<file path="config.mk">
export PLATFORM = sky130hd
export DESIGN_NAME = sdram_bank_manager
export DESIGN_NICKNAME = d
export VERILOG_FILES = /design/src/rtl/sdram_bank_manager_pkg.sv /design/src/rtl/sdram_bank_manager_bank_timer.sv /design/src/rtl/sdram_bank_manager.sv
export SDC_FILE = /design/constraint.sdc
export NUM_CORES = 1
export LEC_CHECK = 0
export CAP_MARGIN = 15
export CORE_ASPECT_RATIO = 0.7
export CORE_MARGIN = 4
export CORE_UTILIZATION = 65
export CTS_CLUSTER_DIAMETER = 200
export DETAILED_ROUTE_END_ITERATION = 16
export PLACE_DENSITY = 0.85
export SETUP_SLACK_MARGIN = 0.02
export SYNTH_ARGS = -nofsm -noshare
export SYNTH_HDL_FRONTEND = slang
export SYNTH_SLANG_ARGS = --single-unit
</file>
<file path="constraint.sdc">
create_clock -name clk -period 11.8 [get_ports clk]
set_input_delay 1.18 -clock clk [delete_from_list [all_inputs] [get_ports clk]]
set_output_delay 1.18 -clock clk [all_outputs]
set_load 0.02 [all_outputs]
</file>
<file path="src/rtl/sdram_bank_manager_pkg.sv">
// Shared types, status encodings and timing-conversion helpers for the SDRAM bank manager.
package sdram_pkg;

    typedef enum logic [2:0] {
        CMD_NOP  = 3'd0,
        CMD_ACT  = 3'd1,
        CMD_RD   = 3'd2,
        CMD_WR   = 3'd3,
        CMD_PRE  = 3'd4,
        CMD_PREA = 3'd5,
        CMD_REF  = 3'd6,
        CMD_MRS  = 3'd7
    } sdram_cmd_e;

    localparam logic [1:0] QS_CLOSED   = 2'd0;
    localparam logic [1:0] QS_HIT      = 2'd1;
    localparam logic [1:0] QS_CONFLICT = 2'd2;

    // Nanoseconds to clock cycles, rounded up, never below one cycle.
    function automatic int ns2cyc(input int ns, input int freq);
        int n;
        n = (ns * freq + 32'sd999) / 32'sd1000;
        return (n < 32'sd1) ? 32'sd1 : n;
    endfunction

    // Average refresh interval in cycles: tREF spread over 2^raw rows, rounded down.
    function automatic int refi_cyc(input int tref_ms, input int raw, input int freq);
        longint num;
        num = longint'(tref_ms) * 64'sd1000 * longint'(freq);
        return int'(num >>> raw);
    endfunction

endpackage

</file>
<file path="src/rtl/sdram_bank_manager_bank_timer.sv">
// One SDRAM bank: open/closed state, open row and the per-bank timing down-counters.
module sdram_bank_timer
    import sdram_pkg::*;
#(
    parameter int RAW   = 12,
    parameter int CW    = 5,
    parameter int L_RCD = 1,
    parameter int L_RAS = 4,
    parameter int L_RC  = 5,
    parameter int L_RP  = 1,
    parameter int L_WR  = 1
) (
    input  logic           clk,
    input  logic           rst,
    input  logic           i_act,
    input  logic           i_wr,
    input  logic           i_pre,
    input  logic [RAW-1:0] i_row,
    output logic           o_active,
    output logic [RAW-1:0] o_open_row,
    output logic           o_act_ok,
    output logic           o_rw_ok,
    output logic           o_pre_ok,
    output logic           o_pre_done
);

    localparam logic [CW-1:0] ZERO = {CW{1'b0}};

    logic           r_active;
    logic [RAW-1:0] r_open_row;
    logic [CW-1:0]  r_rcd;
    logic [CW-1:0]  r_ras;
    logic [CW-1:0]  r_rc;
    logic [CW-1:0]  r_rp;
    logic [CW-1:0]  r_wr;

    function automatic logic [CW-1:0] sat_dec(input logic [CW-1:0] v);
        return (v == ZERO) ? v : v - CW'(1);
    endfunction

    // Bank open/closed state and the row latched by ACT.
    always_ff @(posedge clk or posedge rst) begin
        if (rst) begin
            r_active   <= 1'b0;
            r_open_row <= {RAW{1'b0}};
        end else if (i_act) begin
            r_active   <= 1'b1;
            r_open_row <= i_row;
        end else if (i_pre) begin
            r_active   <= 1'b0;
            r_open_row <= r_open_row;
        end else begin
            r_active   <= r_active;
            r_open_row <= r_open_row;
        end
    end

    // Timing counters: loaded with N-1 so the gated command becomes legal N cycles later.
    always_ff @(posedge clk or posedge rst) begin
        if (rst) begin
            r_rcd <= ZERO;
            r_ras <= ZERO;
            r_rc  <= ZERO;
            r_rp  <= ZERO;
            r_wr  <= ZERO;
        end else begin
            r_rcd <= i_act ? CW'(L_RCD) : sat_dec(r_rcd);
            r_ras <= i_act ? CW'(L_RAS) : sat_dec(r_ras);
            r_rc  <= i_act ? CW'(L_RC)  : sat_dec(r_rc);
            r_rp  <= i_pre ? CW'(L_RP)  : sat_dec(r_rp);
            r_wr  <= i_wr  ? CW'(L_WR)  : sat_dec(r_wr);
        end
    end

    assign o_active   = r_active;
    assign o_open_row = r_open_row;
    assign o_act_ok   = !r_active && (r_rp == ZERO) && (r_rc == ZERO);
    assign o_rw_ok    = r_active && (r_rcd == ZERO);
    assign o_pre_ok   = !r_active || ((r_ras == ZERO) && (r_wr == ZERO));
    assign o_pre_done = !r_active && (r_rp == ZERO);

endmodule

</file>
<file path="src/rtl/sdram_bank_manager.sv">
// Per-bank state/timing tracker and auto-refresh scheduler for an SDR SDRAM controller.
// Optional command-legality checker enabled by defining SDRAM_BANK_CHECK_EN.
module sdram_bank_manager
    import sdram_pkg::*;
#(
    parameter int NBANK        = 4,
    parameter int RAW          = 12,
    parameter int CLK_FREQ     = 100,
    parameter int tRAS         = 42,
    parameter int tRC          = 60,
    parameter int tRCD         = 18,
    parameter int tRP          = 18,
    parameter int tRRD         = 20,
    parameter int tRFC         = 60,
    parameter int tWR          = 15,
    parameter int cMRD         = 2,
    parameter int tREF         = 64,
    parameter int MAX_POSTPONE = 8
) (
    input  logic                              clk,
    input  logic                              rst,
    input  logic                              cmd_valid,
    input  logic [2:0]                        cmd_type,
    input  logic [$clog2(NBANK)-1:0]          cmd_ba,
    input  logic [RAW-1:0]                    cmd_row,
    input  logic [$clog2(NBANK)-1:0]          q_ba,
    input  logic [RAW-1:0]                    q_row,
    output logic [1:0]                        q_status,
    output logic                              q_act_ok,
    output logic                              q_rw_ok,
    output logic                              q_pre_ok,
    output logic                              all_idle,
    output logic                              ref_req,
    output logic                              ref_urgent,
    output logic [$clog2(MAX_POSTPONE+1)-1:0] ref_pending,
    output logic                              cmd_illegal
);

    localparam int BW     = $clog2(NBANK);
    localparam int PW     = $clog2(MAX_POSTPONE + 1);
    localparam int C_RCD  = ns2cyc(tRCD, CLK_FREQ);
    localparam int C_RAS  = ns2cyc(tRAS, CLK_FREQ);
    localparam int C_RC   = ns2cyc(tRC, CLK_FREQ);
    localparam int C_RP   = ns2cyc(tRP, CLK_FREQ);
    localparam int C_RRD  = ns2cyc(tRRD, CLK_FREQ);
    localparam int C_RFC  = ns2cyc(tRFC, CLK_FREQ);
    localparam int C_WR   = ns2cyc(tWR, CLK_FREQ);
    localparam int C_MRD  = (cMRD < 1) ? 1 : cMRD;
    localparam int C_REFI = refi_cyc(tREF, RAW, CLK_FREQ);
    localparam int CW     = $clog2(C_RC + C_RAS + C_RCD + C_RP + C_RRD + C_RFC + C_WR + C_MRD + 1);
    localparam int RW     = $clog2(C_REFI + 1);

    localparam logic [CW-1:0] ZERO   = {CW{1'b0}};
    localparam logic [RW-1:0] R_LOAD = RW'(C_REFI - 1);
    localparam logic [PW-1:0] P_MAX  = PW'(MAX_POSTPONE);
    localparam logic [PW-1:0] P_ZERO = {PW{1'b0}};

    sdram_cmd_e       w_cmd;
    logic             w_is_act;
    logic             w_is_wr;
    logic             w_is_pre;
    logic             w_is_prea;
    logic             w_is_ref;
    logic             w_is_mrs;
    logic [NBANK-1:0] w_active;
    logic [NBANK-1:0] w_bank_act_ok;
    logic [NBANK-1:0] w_bank_rw_ok;
    logic [NBANK-1:0] w_bank_pre_ok;
    logic [NBANK-1:0] w_bank_pre_done;
    logic [RAW-1:0]   w_open_row [NBANK];
    logic             w_glob_ok;
    logic             w_refi_exp;

    logic [CW-1:0]    r_rrd;
    logic [CW-1:0]    r_rfc;
    logic [CW-1:0]    r_mrd;
    logic [RW-1:0]    r_refi_cnt;
    logic [PW-1:0]    r_ref_pending;

    function automatic logic [CW-1:0] sat_dec(input logic [CW-1:0] v);
        return (v == ZERO) ? v : v - CW'(1);
    endfunction

    assign w_cmd = cmd_valid ? sdram_cmd_e'(cmd_type) : CMD_NOP;

    // One-hot command decode of the issued command.
    always_comb begin
        w_is_act  = 1'b0;
        w_is_wr   = 1'b0;
        w_is_pre  = 1'b0;
        w_is_prea = 1'b0;
        w_is_ref  = 1'b0;
        w_is_mrs  = 1'b0;
        case (w_cmd)
            CMD_ACT:  w_is_act  = 1'b1;
            CMD_WR:   w_is_wr   = 1'b1;
            CMD_PRE:  w_is_pre  = 1'b1;
            CMD_PREA: w_is_prea = 1'b1;
            CMD_REF:  w_is_ref  = 1'b1;
            CMD_MRS:  w_is_mrs  = 1'b1;
            default:  w_is_act  = 1'b0;
        endcase
    end

    for (genvar g = 0; g < NBANK; g++) begin : g_bank
        logic w_sel;
        assign w_sel = (cmd_ba == BW'(g));

        sdram_bank_timer #(
            .RAW   (RAW),
            .CW    (CW),
            .L_RCD (C_RCD - 1),
            .L_RAS (C_RAS - 1),
            .L_RC  (C_RC - 1),
            .L_RP  (C_RP - 1),
            .L_WR  (C_WR - 1)
        ) u_bank (
            .clk        (clk),
            .rst        (rst),
            .i_act      (w_is_act && w_sel),
            .i_wr       (w_is_wr && w_sel),
            .i_pre      ((w_is_pre && w_sel) || w_is_prea),
            .i_row      (cmd_row),
            .o_active   (w_active[g]),
            .o_open_row (w_open_row[g]),
            .o_act_ok   (w_bank_act_ok[g]),
            .o_rw_ok    (w_bank_rw_ok[g]),
            .o_pre_ok   (w_bank_pre_ok[g]),
            .o_pre_done (w_bank_pre_done[g])
        );
    end

    // Device-wide timers: ACT-to-ACT across banks, refresh recovery, mode-register delay.
    always_ff @(posedge clk or posedge rst) begin
        if (rst) begin
            r_rrd <= ZERO;
            r_rfc <= ZERO;
            r_mrd <= ZERO;
        end else begin
            r_rrd <= w_is_act ? CW'(C_RRD - 1) : sat_dec(r_rrd);
            r_rfc <= w_is_ref ? CW'(C_RFC - 1) : sat_dec(r_rfc);
            r_mrd <= w_is_mrs ? CW'(C_MRD - 1) : sat_dec(r_mrd);
        end
    end

    assign w_glob_ok = (r_rrd == ZERO) && (r_rfc == ZERO) && (r_mrd == ZERO);

    // Row-hit/miss classification for the queried bank.
    always_comb begin
        q_status = QS_CLOSED;
        if (!w_active[q_ba]) begin
            q_status = QS_CLOSED;
        end else if (w_open_row[q_ba] == q_row) begin
            q_status = QS_HIT;
        end else begin
            q_status = QS_CONFLICT;
        end
    end

    assign q_act_ok = w_bank_act_ok[q_ba] && w_glob_ok;
    assign q_rw_ok  = w_bank_rw_ok[q_ba];
    assign q_pre_ok = w_bank_pre_ok[q_ba];
    assign all_idle = (&w_bank_pre_done) && (r_rfc == ZERO) && (r_mrd == ZERO);

    assign w_refi_exp = (r_refi_cnt == {RW{1'b0}});

    // Free-running refresh interval timer.
    always_ff @(posedge clk or posedge rst) begin
        if (rst) begin
            r_refi_cnt <= R_LOAD;
        end else if (w_refi_exp) begin
            r_refi_cnt <= R_LOAD;
        end else begin
            r_refi_cnt <= r_refi_cnt - RW'(1);
        end
    end

    // Pending-refresh count; an expiry coinciding with REF cancels out.
    always_ff @(posedge clk or posedge rst) begin
        if (rst) begin
            r_ref_pending <= P_ZERO;
        end else begin
            case ({w_refi_exp, w_is_ref})
                2'b10:   r_ref_pending <= (r_ref_pending == P_MAX) ? r_ref_pending
                                                                   : r_ref_pending + PW'(1);
                2'b01:   r_ref_pending <= (r_ref_pending == P_ZERO) ? r_ref_pending
                                                                    : r_ref_pending - PW'(1);
                default: r_ref_pending <= r_ref_pending;
            endcase
        end
    end

    assign ref_pending = r_ref_pending;
    assign ref_req     = (r_ref_pending != P_ZERO);
    assign ref_urgent  = (r_ref_pending == P_MAX);

`ifdef SDRAM_BANK_CHECK_EN
    logic w_illegal;
    logic r_cmd_illegal;

    // ACT to an open bank and RD/WR to a closed bank fail the ok terms, which include bank state.
    always_comb begin
        w_illegal = 1'b0;
        case (w_cmd)
            CMD_ACT:          w_illegal = !(w_bank_act_ok[cmd_ba] && w_glob_ok);
            CMD_RD, CMD_WR:   w_illegal = !w_bank_rw_ok[cmd_ba];
            CMD_PRE:          w_illegal = !w_bank_pre_ok[cmd_ba];
            CMD_REF, CMD_MRS: w_illegal = !all_idle;
            default:          w_illegal = 1'b0;
        endcase
    end

    // One-cycle violation flag for the previous command.
    always_ff @(posedge clk or posedge rst) begin
        if (rst) begin
            r_cmd_illegal <= 1'b0;
        end else begin
            r_cmd_illegal <= w_illegal;
        end
    end

    assign cmd_illegal = r_cmd_illegal;
`else
    assign cmd_illegal = 1'b0;
`endif

endmodule

</file>
==> results.json <==
{
  "status": "finished clean",
  "cp-end-kind": "output port",
  "final_common_cell": "nand2_1",
  "fmax_ghz": 0.1828,
  "final_cell_mix": "223 x nand2_1, 177 x dfrtp_1, 109 x nor2_1, 65 x xnor2_1, 59 x inv_1",
  "synth.top_cell.area_share_pct": 46.82,
  "path_clk_slew_ps": 70,
  "vdd_drop_max_mv": 0.1354,
  "fin_tns_setup_ps": 0,
  "ant_nets": 0,
  "clk_latency_ps": 430,
  "synth_seq_cells": 182,
  "yosys-top-cells-area": "dfrtp_1 47%, nand2_1 8.8%, ha_1 6.3%",
  "portBuffers": 45,
  "n_antenna_cell": 0,
  "ios": 47,
  "rsz0062_at_grt": "no",
  "dr_total_vias": 7053,
  "path_max_fanout": 21,
  "synth_top_family_by_area": "simple AND/OR/NAND/NOR gates",
  "crit_type": "input pin to output port",
  "fin_crit_sh_pct": 46.37,
  "layout_min_cycle_time_ps": 5472,
  "synthFlopType": "dfrtp_1",
  "grt_max_degree": 109,
  "clkSinkCount": 182,
  "cp.required_ps": 10620,
  "dieArea_um2": 16580,
  "cts_tree": "built",
  "overflow": 0,
  "dp_hpwl_mm": 13.81,
  "grt_pass1_wl_mm": 35.60,
  "cpMostUsedCell": "clkdlybuf4s50_1",
  "instances_no_fill": 1228,
  "antenna_found_initial": 0,
  "grt_use_total_pct": 26.68,
  "fillers": 924,
  "cpPeakStageDelay_ps": 1120,
  "cts.repair.resized": 0,
  "avgSynthCellArea_um2": 9.644,
  "drc": 0,
  "core_area_um2": 14100,
  "cellPowerDensity_nw_per_um2": 243.9,
  "dp.cells": 1197,
  "max-slew-margin-rel_pct": 32.51,
  "slew_violations": 0,
  "drive_above_1_share_pct": 7.514,
  "reg2reg_depth": 10,
  "syn_to_final_growth_pct": 12.39,
  "cp.arrival_ps": 4290,
  "hold_buffers": 0,
  "fin_nets": 1108,
  "drt-initial-drc-count": 525,
  "p_total_uw": 2593,
  "synth.largest_area_cell": "dfrtp_1",
  "setup_viol": 0,
  "post_cts_buffers": 0,
  "synthSimpleGateAreaFrac_pct": 23.62,
  "start_kind": "input pin",
  "maxCapViolations": 0,
  "drt_wl_total_mm": 20.99,
  "synth_fa_ha_area_share_pct": 6.348,
  "initial_utilization_pct": 67.10,
  "fp.dieH_um": 108.9,
  "place.gp.congestion": 0.8279,
  "synth_compound_area_share_pct": 5.251,
  "synth_edf_count": 0,
  "first_pass_iters": 6,
  "p_leak_uw": 0.004866,
  "clockBufferDepth": 2,
  "ys_warn_count": 0,
  "finClkSkew_ps": 6.327,
  "holdWs_ps": 468.8,
  "vias_per_cell": 5.743,
  "grt_pass1_vias": 7137,
  "worstMarginPinSlew_ps": 1005,
  "core.rowCount": 36,
  "synthMuxAreaShare_pct": 4.259,
  "slowest_stage": "clkdlybuf4s50_1",
  "path_cells": "clkdlybuf4s50_1 > mux4_2 > xnor2_1 > nand4_1 > nor3_1 > and2_1 > clkdlybuf4s50_1",
  "ys_seq_area_share_pct": 48.21,
  "netlist_area_um2": 9460,
  "synthArstFlopShare_pct": 100.0,
  "holdPathStages": 1,
  "synth_xor_area_share_pct": 8.332,
  "cts_buffers": 17,
  "die_w_um": 152.2,
  "root_buffer": "clkbuf_16",
  "syn_inst": 981,
  "synth_cell_types": 52,
  "hold_class": "flop to flop",
  "cts-htree-levels": 4,
  "synth_fp_nets": 1063,
  "wl_per_cell_um": 17.09,
  "hold_viol_final": 0
}
-- cell usage after synthesis (2+ instances only) --
cell type	number
buf_2	9
inv_1	60
or3_1	11
nor2b_1	9
mux2_2	8
nand2_1	223
nor2_1	109
nand4_1	4
a21o_1	2
o211ai_1	2
clkbuf_1	10
xnor2_1	65
dfrtp_1	177
a21oi_1	21
and3_1	9
o21ai_1	9
nor4_1	14
and2_1	3
nand4b_1	2
mux2i_1	2
o21a_1	7
xor2_1	25
a31oi_1	8
mux4_2	13
nand2b_1	5
nor3_1	32
nand3b_1	14
and4_1	2
nor4b_2	6
nor3b_1	7
ha_1	48
dfstp_2	5
nor4b_1	7
nor3_2	3
o21ai_0	11
a211oi_1	16
buf_6	3
nand3_1	6
-- stage by stage --
stage | setup WS [ps] | utilization [%] | instance area, um^2
global route | 6155 | 75.42 | 10630
finish | 6328 | 75.42 | 10630
CTS | 6326 | 75.42 | 10630
floorplan | 5685 | - | 9460
global placement | 6389 | 71.29 | 10050
detailed placement | 6330 | 71.29 | 10050
-- worst paths after layout --
path	startpoint	end	slack, ps
setup / recovery	q_ba[1]	q_status[0]	6330
setup reg to reg	r_refi_cnt[1]	ref_pending[2]	9220
min in group asynchronous	rst	ref_pending[1]	1340
max in group asynchronous	rst	g_bank[2].u_bank.o_open_row[1]	8960
hold / removal	r_refi_cnt[0]	r_refi_cnt[0]	470
hold reg to reg	r_refi_cnt[0]	r_refi_cnt[0]	470
-- worst max-delay path: cells and delay by family --
kind,cells,cell delay (ps)
mux,1,610
buf+inv,2,1710
simple gates,3,630
xor+xnor,1,150
-- kinds of logic after synthesis --
family / after synthesis
simple gates: 472
flops: 182
xor+xnor: 90
buf+inv: 85
compound gates: 80
fa+ha+maj: 48
mux: 23
other cells: 1
-- report_power, final --
part	switching [uW]	total, uW	internal [uW]	leakage (uW)
clock	244	567	323	0.000282
sequential	216	1090	873	0.00222
combinational	488	937	448	0.00236
total	949	2590	1640	0.00487
-- registers in the layout (all words and copies together) (netlist names) --
register	flops
r_mrd	5
g_bank.u_bank.r_rp	20
g_bank.u_bank.r_rc	20
g_bank.u_bank.r_rcd	20
ref_pending	4
g_bank.u_bank.o_open_row	48
g_bank.u_bank.o_active	4
r_rfc	5
r_rrd	5
g_bank.u_bank.r_wr	20
g_bank.u_bank.r_ras	20
r_refi_cnt	11
-- area by class of cell --
| class | count | area [um^2] | area share [%] |
|---|---|---|---|
| clock buffers | 20 | 456.7 | 4.295 |
| clock inverters | 11 | 125.1 | 1.177 |
| inverters | 60 | 230.2 | 2.165 |
| multi-input cells | 714 | 4527 | 42.57 |
| flip-flops and latches | 182 | 4561 | 42.89 |
| well taps | 190 | 237.7 | 2.236 |
| repair buffers | 51 | 495.5 | 4.660 |
-- routing by layer --
metal	track usage, %	vias to the layer above	part of all wire (%)	routed length [um]
met1	37.50	3449	45	9372
met5	0	-	0	0
met4	7.505	0	1.6	335
met2	42.59	235	47	9856
li1	-	3335	-	-
met3	5.910	34	6.8	1424
Power figures use the tool's default switching activity.
